--- src/rtl/twos_to_signmag_serial.sv ---
// rtl/twos_to_signmag_serial.sv - bit-serial two's-complement to sign-magnitude decoder
// LSB-first: copy bits up to and including the first 1, then invert the rest when negative.
module twos_to_signmag_serial #(
    parameter int W = 5
) (
    input  logic         clk,
    input  logic         rst,
    input  logic         in_valid,
    output logic         in_ready,
    input  logic [W-1:0] in_data,
    output logic         out_valid,
    input  logic         out_ready,
    output logic         out_sign,
    output logic [W-1:0] out_mag,
    output logic         busy
);
    localparam int CW = (W > 1) ? $clog2(W) : 1;
    localparam logic [CW-1:0] LAST = CW'(W - 1);

    typedef enum logic [1:0] {
        S_IDLE,
        S_SHIFT,
        S_DONE
    } state_t;

    state_t          r_state;
    logic [W-1:0]    r_sr;
    logic [W-1:0]    r_acc;
    logic [CW-1:0]   r_cnt;
    logic            r_neg;
    logic            r_seen_one;
    logic            r_in_ready;
    logic            r_out_valid;
    logic            r_out_sign;
    logic [W-1:0]    r_out_mag;
    logic            r_busy;

    logic            w_bit;
    logic            w_mag_bit;
    logic            w_any_one;
    logic            w_last;
    logic [W-1:0]    w_acc_next;

    assign w_bit      = r_sr[0];
    assign w_mag_bit  = r_neg ? (w_bit ^ r_seen_one) : w_bit;
    assign w_any_one  = r_seen_one | w_bit;
    assign w_last     = (r_cnt == LAST);
    assign w_acc_next = {w_mag_bit, r_acc[W-1:1]};

    always_ff @(posedge clk or posedge rst) begin
        if (rst) begin
            r_state     <= S_IDLE;
            r_sr        <= '0;
            r_acc       <= '0;
            r_cnt       <= '0;
            r_neg       <= 1'b0;
            r_seen_one  <= 1'b0;
            r_in_ready  <= 1'b1;
            r_out_valid <= 1'b0;
            r_out_sign  <= 1'b0;
            r_out_mag   <= '0;
            r_busy      <= 1'b0;
        end else begin
            case (r_state)
                S_IDLE: begin
                    if (in_valid && r_in_ready) begin
                        r_sr       <= in_data;
                        r_neg      <= in_data[W-1];
                        r_acc      <= '0;
                        r_cnt      <= '0;
                        r_seen_one <= 1'b0;
                        r_in_ready <= 1'b0;
                        r_busy     <= 1'b1;
                        r_state    <= S_SHIFT;
                    end
                end
                S_SHIFT: begin
                    r_sr       <= {1'b0, r_sr[W-1:1]};
                    r_acc      <= w_acc_next;
                    r_seen_one <= w_any_one;
                    r_cnt      <= r_cnt + CW'(1);
                    if (w_last) begin
                        // A negative word always contains a 1, so negative zero cannot occur.
                        r_out_mag   <= w_acc_next;
                        r_out_sign  <= r_neg & w_any_one;
                        r_out_valid <= 1'b1;
                        r_busy      <= 1'b0;
                        r_state     <= S_DONE;
                    end
                end
                S_DONE: begin
                    if (r_out_valid && out_ready) begin
                        r_out_valid <= 1'b0;
                        r_in_ready  <= 1'b1;
                        r_state     <= S_IDLE;
                    end
                end
                default: r_state <= S_IDLE;
            endcase
        end
    end

    assign in_ready  = r_in_ready;
    assign out_valid = r_out_valid;
    assign out_sign  = r_out_sign;
    assign out_mag   = r_out_mag;
    assign busy      = r_busy;
endmodule

--- config.mk ---
export PLATFORM = sky130hd
export DESIGN_NAME = twos_to_signmag_serial
export DESIGN_NICKNAME = d
export VERILOG_FILES = /design/src/rtl/twos_to_signmag_serial.sv
export SDC_FILE = /design/constraint.sdc
export NUM_CORES = 1
export LEC_CHECK = 0
export CAP_MARGIN = 10
export CORE_AREA = 2 2 49 55
export DETAILED_ROUTE_END_ITERATION = 7
export DIE_AREA = 0 0 51 57
export GPL_TIMING_DRIVEN = 0
export PLACE_DENSITY = 0.82
export RECOVER_POWER = 25
export SYNTH_ARGS = -nofsm -noshare
export SYNTH_HDL_FRONTEND = slang
export SYNTH_SLANG_ARGS = --single-unit
--- constraint.sdc ---
create_clock -name clk -period 1.7 [get_ports clk]
set_clock_uncertainty 0.05 [all_clocks]
set_input_delay 0.255 -clock clk [delete_from_list [all_inputs] [get_ports clk]]
set_output_delay 0.255 -clock clk [all_outputs]
set_load 0.03 [all_outputs]
* Word-level counts from Yosys, hierarchy flattened
Cells that the tools add are included.
Widths: inputs -> output; s select.
** Operators by class
- $add $sub $neg :: 1
- Multipliers :: 0
- Divide/modulo/power cells :: 0
- Order comparisons :: 0
- Equal/unequal tests :: 6
- Shift operators :: 0
- Multiplexer cells :: 21
- Bitwise logic cells :: 3
- Reduce and logical (&&, ||, !) cells :: 13
** Operators by type and width (number)
- $pmux 5 s2 :: 2
- $reduce_and 3->1 :: 4
- $mux 5 :: 2
- $pmux 1 s2 :: 4
- $mux 1 :: 7
- $mux 2 :: 3
- $ne 2x2->1 const B :: 3
- $pmux 2 s3 :: 1
- $pmux 3 s2 :: 1
- $reduce_and 2->1 :: 3
- $reduce_bool 2->1 :: 3
- $add 3x1->3 const B :: 1
- $eq 3x3->1 const B :: 1
- $mux 3 :: 1
- $eq 2x1->1 const B :: 1
- $eq 2x2->1 const B :: 1
- $logic_and 1x1->1 :: 2
- $logic_not 2->1 :: 1
- $and 1x1->1 :: 1
- $or 1x1->1 :: 1
- $xor 1x1->1 :: 1
** Storage, ports and cells
- Bits in registers :: 26
- Bits in latches :: 0
- Bits in writable memories :: 0
- ROM bits :: 0
- Input bits :: 9
- Output and inout bits :: 9
- Logic and storage cells :: 55
- Memories kept :: 0

* Depth between registers and ports, before layout
Gate-level depths: netlist (run 1).
- Word-level depth :: 3
- Mapped depth :: 6
- Mapped depth without buffers :: 5

* Worst setup path before layout (run 1)
Ideal clock, no wire load.
- Kind :: register to register
- Start point :: reg r_in_ready (netlist: in_ready)
- End point :: reg r_neg
- Setup time :: 0.125 ns
- Arrival :: 1.299 ns
- Required time :: 1.525 ns
- Setup slack :: 0.226 ns
- Stages on the path, launching flop included :: 4
- Path buffers :: 1
- Period minus slack after synthesis :: 1.474 ns
- Cells stage by stage :: dfstp_2 -> and4bb_1 -> buf_6 -> mux2_2
** On the way
- Word-level cells in the longest chain between the ends :: 2
** RTL lines
- start: declaration :: RTL line 32 : logic r_in_ready;
- start signal: assignment :: RTL line 58 : r_in_ready <= 1'b1;
- start signal: assignment :: RTL line 72 : r_in_ready <= 1'b0;
- start signal: assignment :: RTL line 94 : r_in_ready <= 1'b1;
- $logic_and 1x1->1 :: RTL line 66 : if (in_valid && r_in_ready) begin
- $reduce_and 2->1 (no source line)
- end signal: assignment :: RTL line 68 : r_neg <= in_data[W-1];
- end: declaration :: RTL line 30 : logic r_neg;
No other way between the ends.
A chain may end at the register's enable or synchronous reset.

* Worst setup path after layout (run 1)
- Start point :: reg r_out_mag[4] (netlist: out_mag[4])
- End point :: out out_mag[4]
** RTL lines
- start: declaration :: RTL line 35 : logic [W-1:0] r_out_mag;
- start signal: assignment :: RTL line 84 : r_out_mag <= w_acc_next;
- end: declaration :: RTL line 14 : output logic [W-1:0] out_mag,
No word-level cell between the ends.

==> results.yml, run 1 <==
sta:
  finalSetupTns_ns: 0
  finalHoldViolations: 0
  finalCriticalPeriod_ns: 1.65
  setup-violations-final: 0
  slew_headroom_pct: 39.5
  drv_slew: 0
  worstMarginPinSlew_ns: 0.906
  fmax_ghz: 0.606
  timing.final.crit_share_pct: 97.0
  rsz0062_at_grt: "no"
power_and_ir_drop:
  peakVddDrop_mv: 0.874
  pwr-share-clk_pct: 12.2
  p_seq_share_pct: 45.2
  p_sw_mw: 0.822
  leakagePower_nw: 0.737
  switching_share_pct: 37.5
  power.internal_mw: 1.37
  p_comb_share_pct: 42.7
  power_density_mw_per_mm2: 1590
logic_synthesis:
  synth_warnings: 0
  synth_compound_area_share_pct: 11.1
  synth_edf_count: 0
  synth-main-ff-cell: "dfrtp_1"
  synthAdderAreaFrac_pct: 3.32
  ys_seq_elements: 25
  async_reset_ff_share_pct: 100
  synthXorXnorAreaFrac_pct: 0.775
  yosys.area.top_type: "dfrtp_1"
  synthSimpleGateAreaFrac_pct: 13.3
  synth_top_family_by_area: "simple AND/OR/NAND/NOR gates"
  seq_area_frac_synth_pct: 55.5
  synthDistinctLibCells: 28
  synthesis.area_mm2: 0.00113
  synth_cells: 101
  synth_mux_area_share_pct: 9.86
  synth.top_cell.area_share_pct: 53.2
  synth_area_leaders: "dfrtp_1 53%, nand2_1 6.3%, mux2_2 5.0%, mux2i_1 3.5%, ha_1 3.3%"
  avgSynthCellArea_um2: 11.2
  syn-num-nets: 113
clock_network:
  cts_buffers: 3
  cts_tree: "yes"
  clock-sinks: 25
  cts_root_buf: "clkbuf_4"
  htree_levels: 1
  clock_latency_ns: 0.32
  cts.path.max_buffers: 2
  cts_setup_buffers: 0
  clk_pin_slew_ns: 0.13
place:
  placed_cells: 149
  gp_congestion: 0.743
  port_buffers: 17
  dp_hpwl_um: 1390
  dpl-instance-area_mm2: 0.00134
global_route:
  gr-total-overflow: 0
  antenna_found_initial: 0
  grt_max_degree: 26
  track_usage_pct: 16.1
  grt_pass1_vias: 848
  grt_pass1_wl_um: 3460
cells_and_area:
  area_delta_synth_final_pct: 21.9
  final_util_pct: 57.4
  drive_gt1_share_pct: 14.8
  antenna_cells: 0
  fillers: 209
  fin_nets: 135
  stdcell_count: 153
  fin_area_mm2: 0.00138
routing:
  drtIter0Drc: 11
  routedWlPerCell_um: 12.3
  vias: 794
  drtPass1Iterations: 4
  drc_errors: 0
  routed_wl_um: 1880
  via_per_inst: 5.19
  ant_nets: 0
critical_path:
  crit_family: "buffers and inverters"
  worst_ep_arrival_time_ns: 1.34
  slowest_stage: "clkdlybuf4s50_1"
  critPathMaxFanout: 2
  path_cells: "clkdlybuf4s50_1"
  slowest_delay_ns: 0.66
  cp.buffers_inverters: 1
  path_class: "reg -> out"
  cp-start-kind: "flip-flop"
  required_ns: 1.39
  endpoint_kind: "output pin"
floorplan:
  start_util_pct: 47.1
  die_y_um: 57
  ios: 18
  die_area_mm2: 0.00291
  fp.coreArea_mm2: 0.00240
  rows: 19
  die_w_um: 51
hold_path:
  min_path_type: "reg -> reg"
outcome:
  status: "completed"
run:
  maxCapViolations: 0
## metrics by stage
step / total power, mW / setup WS [ns] / hold WS [ns]
2_1_floorplan: 1.66 / 0.226 / 0.232
3_3_place_gp: 1.92 / 0.0881 / 0.408
3_5_place_dp: 1.97 / 0.0675 / 0.415
4_1_cts: 2.24 / 0.0251 / 0.396
5_1_grt: 2.37 / 0.0000527 / 0.460
6_report: 2.19 / 0.0505 / 0.434
## kinds of logic (layout without fill, tap and decap cells)
| family | Yosys count | in the layout |
|---|---|---|
| flip-flops | 25 | 25 |
| XOR/XNOR | 1 | 1 |
| adder cells (fa/ha/maj) | 3 | 3 |
| multiplexers | 10 | 10 |
| AND/OR/NAND/NOR | 30 | 30 |
| buffers and inverters | 12 | 33 |
| AO/OA/AOI/OAI | 20 | 20 |
## metal layers
metal	global-route usage, %	part of all wire, %	routed length [µm]
met4	8.88	2.9	55
met3	3.66	4.3	81
met5	0	0	0
met2	28.4	50	934
met1	17.6	43	808
## layout make-up
type,instances,area (µm²),area share [%]
plain buffers,5,43.8,3.18
clock buffers,4,26.3,1.91
inverters,7,26.3,1.91
multi-input cells,64,433,31.4
flip-flops and latches,25,627,45.5
well taps,31,38.8,2.82
repair buffers,17,183,13.3
## state kept, by name (all words and copies together) (netlist names)
signal      count
r_sr            5
out_valid       1
r_seen_one      1
busy            1
r_neg           1
in_ready        1
r_cnt           3
out_sign        1
out_mag         5
r_acc           4
r_state         2
## power by group through the flow
stage / clock network (mW) / registers [mW] / logic [mW]
floorplan: 0 / 1.14 / 0.524
global placement: 0 / 0.996 / 0.921
detailed placement: 0 / 1.01 / 0.960
CTS: 0.275 / 1.00 / 0.961
global route: 0.300 / 1.03 / 1.04
finish: 0.267 / 0.991 / 0.936
## cells in the final DEF (no fill, tap or decap), types with 4 or more instances in the layout
cell type        instances
o21ai_0                  6
mux2i_1                  4
dfrtp_1                 24
inv_1                    7
clkdlybuf4s50_1          8
dlymetal6s2s_1           6
mux2_2                   5
nand2_1                 19
o21ai_1                  4
## final timing paths
path	from	endpoint	slack [ns]	depth (start not counted)
setup / recovery	out_mag[4]	out_mag[4]	0.05	1
min in group asynchronous	rst	out_mag[1]	0.50	2
setup reg to reg	r_state[0]	r_neg	0.21	4
max in group asynchronous	rst	out_sign	0.55	2
hold / removal	busy	busy	0.43	1
hold reg to reg	busy	busy	0.43	1
## Yosys cell counts (3+ instances only)
cell and number:
buf_6 3, dfrtp_1 24, ha_1 3, inv_1 7, mux2_2 5, mux2i_1 4
nand2_1 19, nand2b_1 3, o21ai_0 6, o21ai_1 4
## repair_timing
action / in CTS / in global routing
setup endpoints to repair: 2 / 6
resized for setup: 2 / 6
hold buffers: 0 / 0
No activity file was read; power rests on OpenSTA's default activity.
==> run 2, diff against run 1 <==
- ABC_CLOCK_PERIOD_IN_PS: unset -> 1700
- SLEW_MARGIN: unset -> 20
==> results of run 2 <==
No change in the layout: final DEF, timing and power equal those of run 1.
==> run 3, diff against run 2 <==
- SKIP_LAST_GASP: unset -> 1
==> results of run 3 <==
No change in the layout: final DEF, timing and power equal those of run 1.
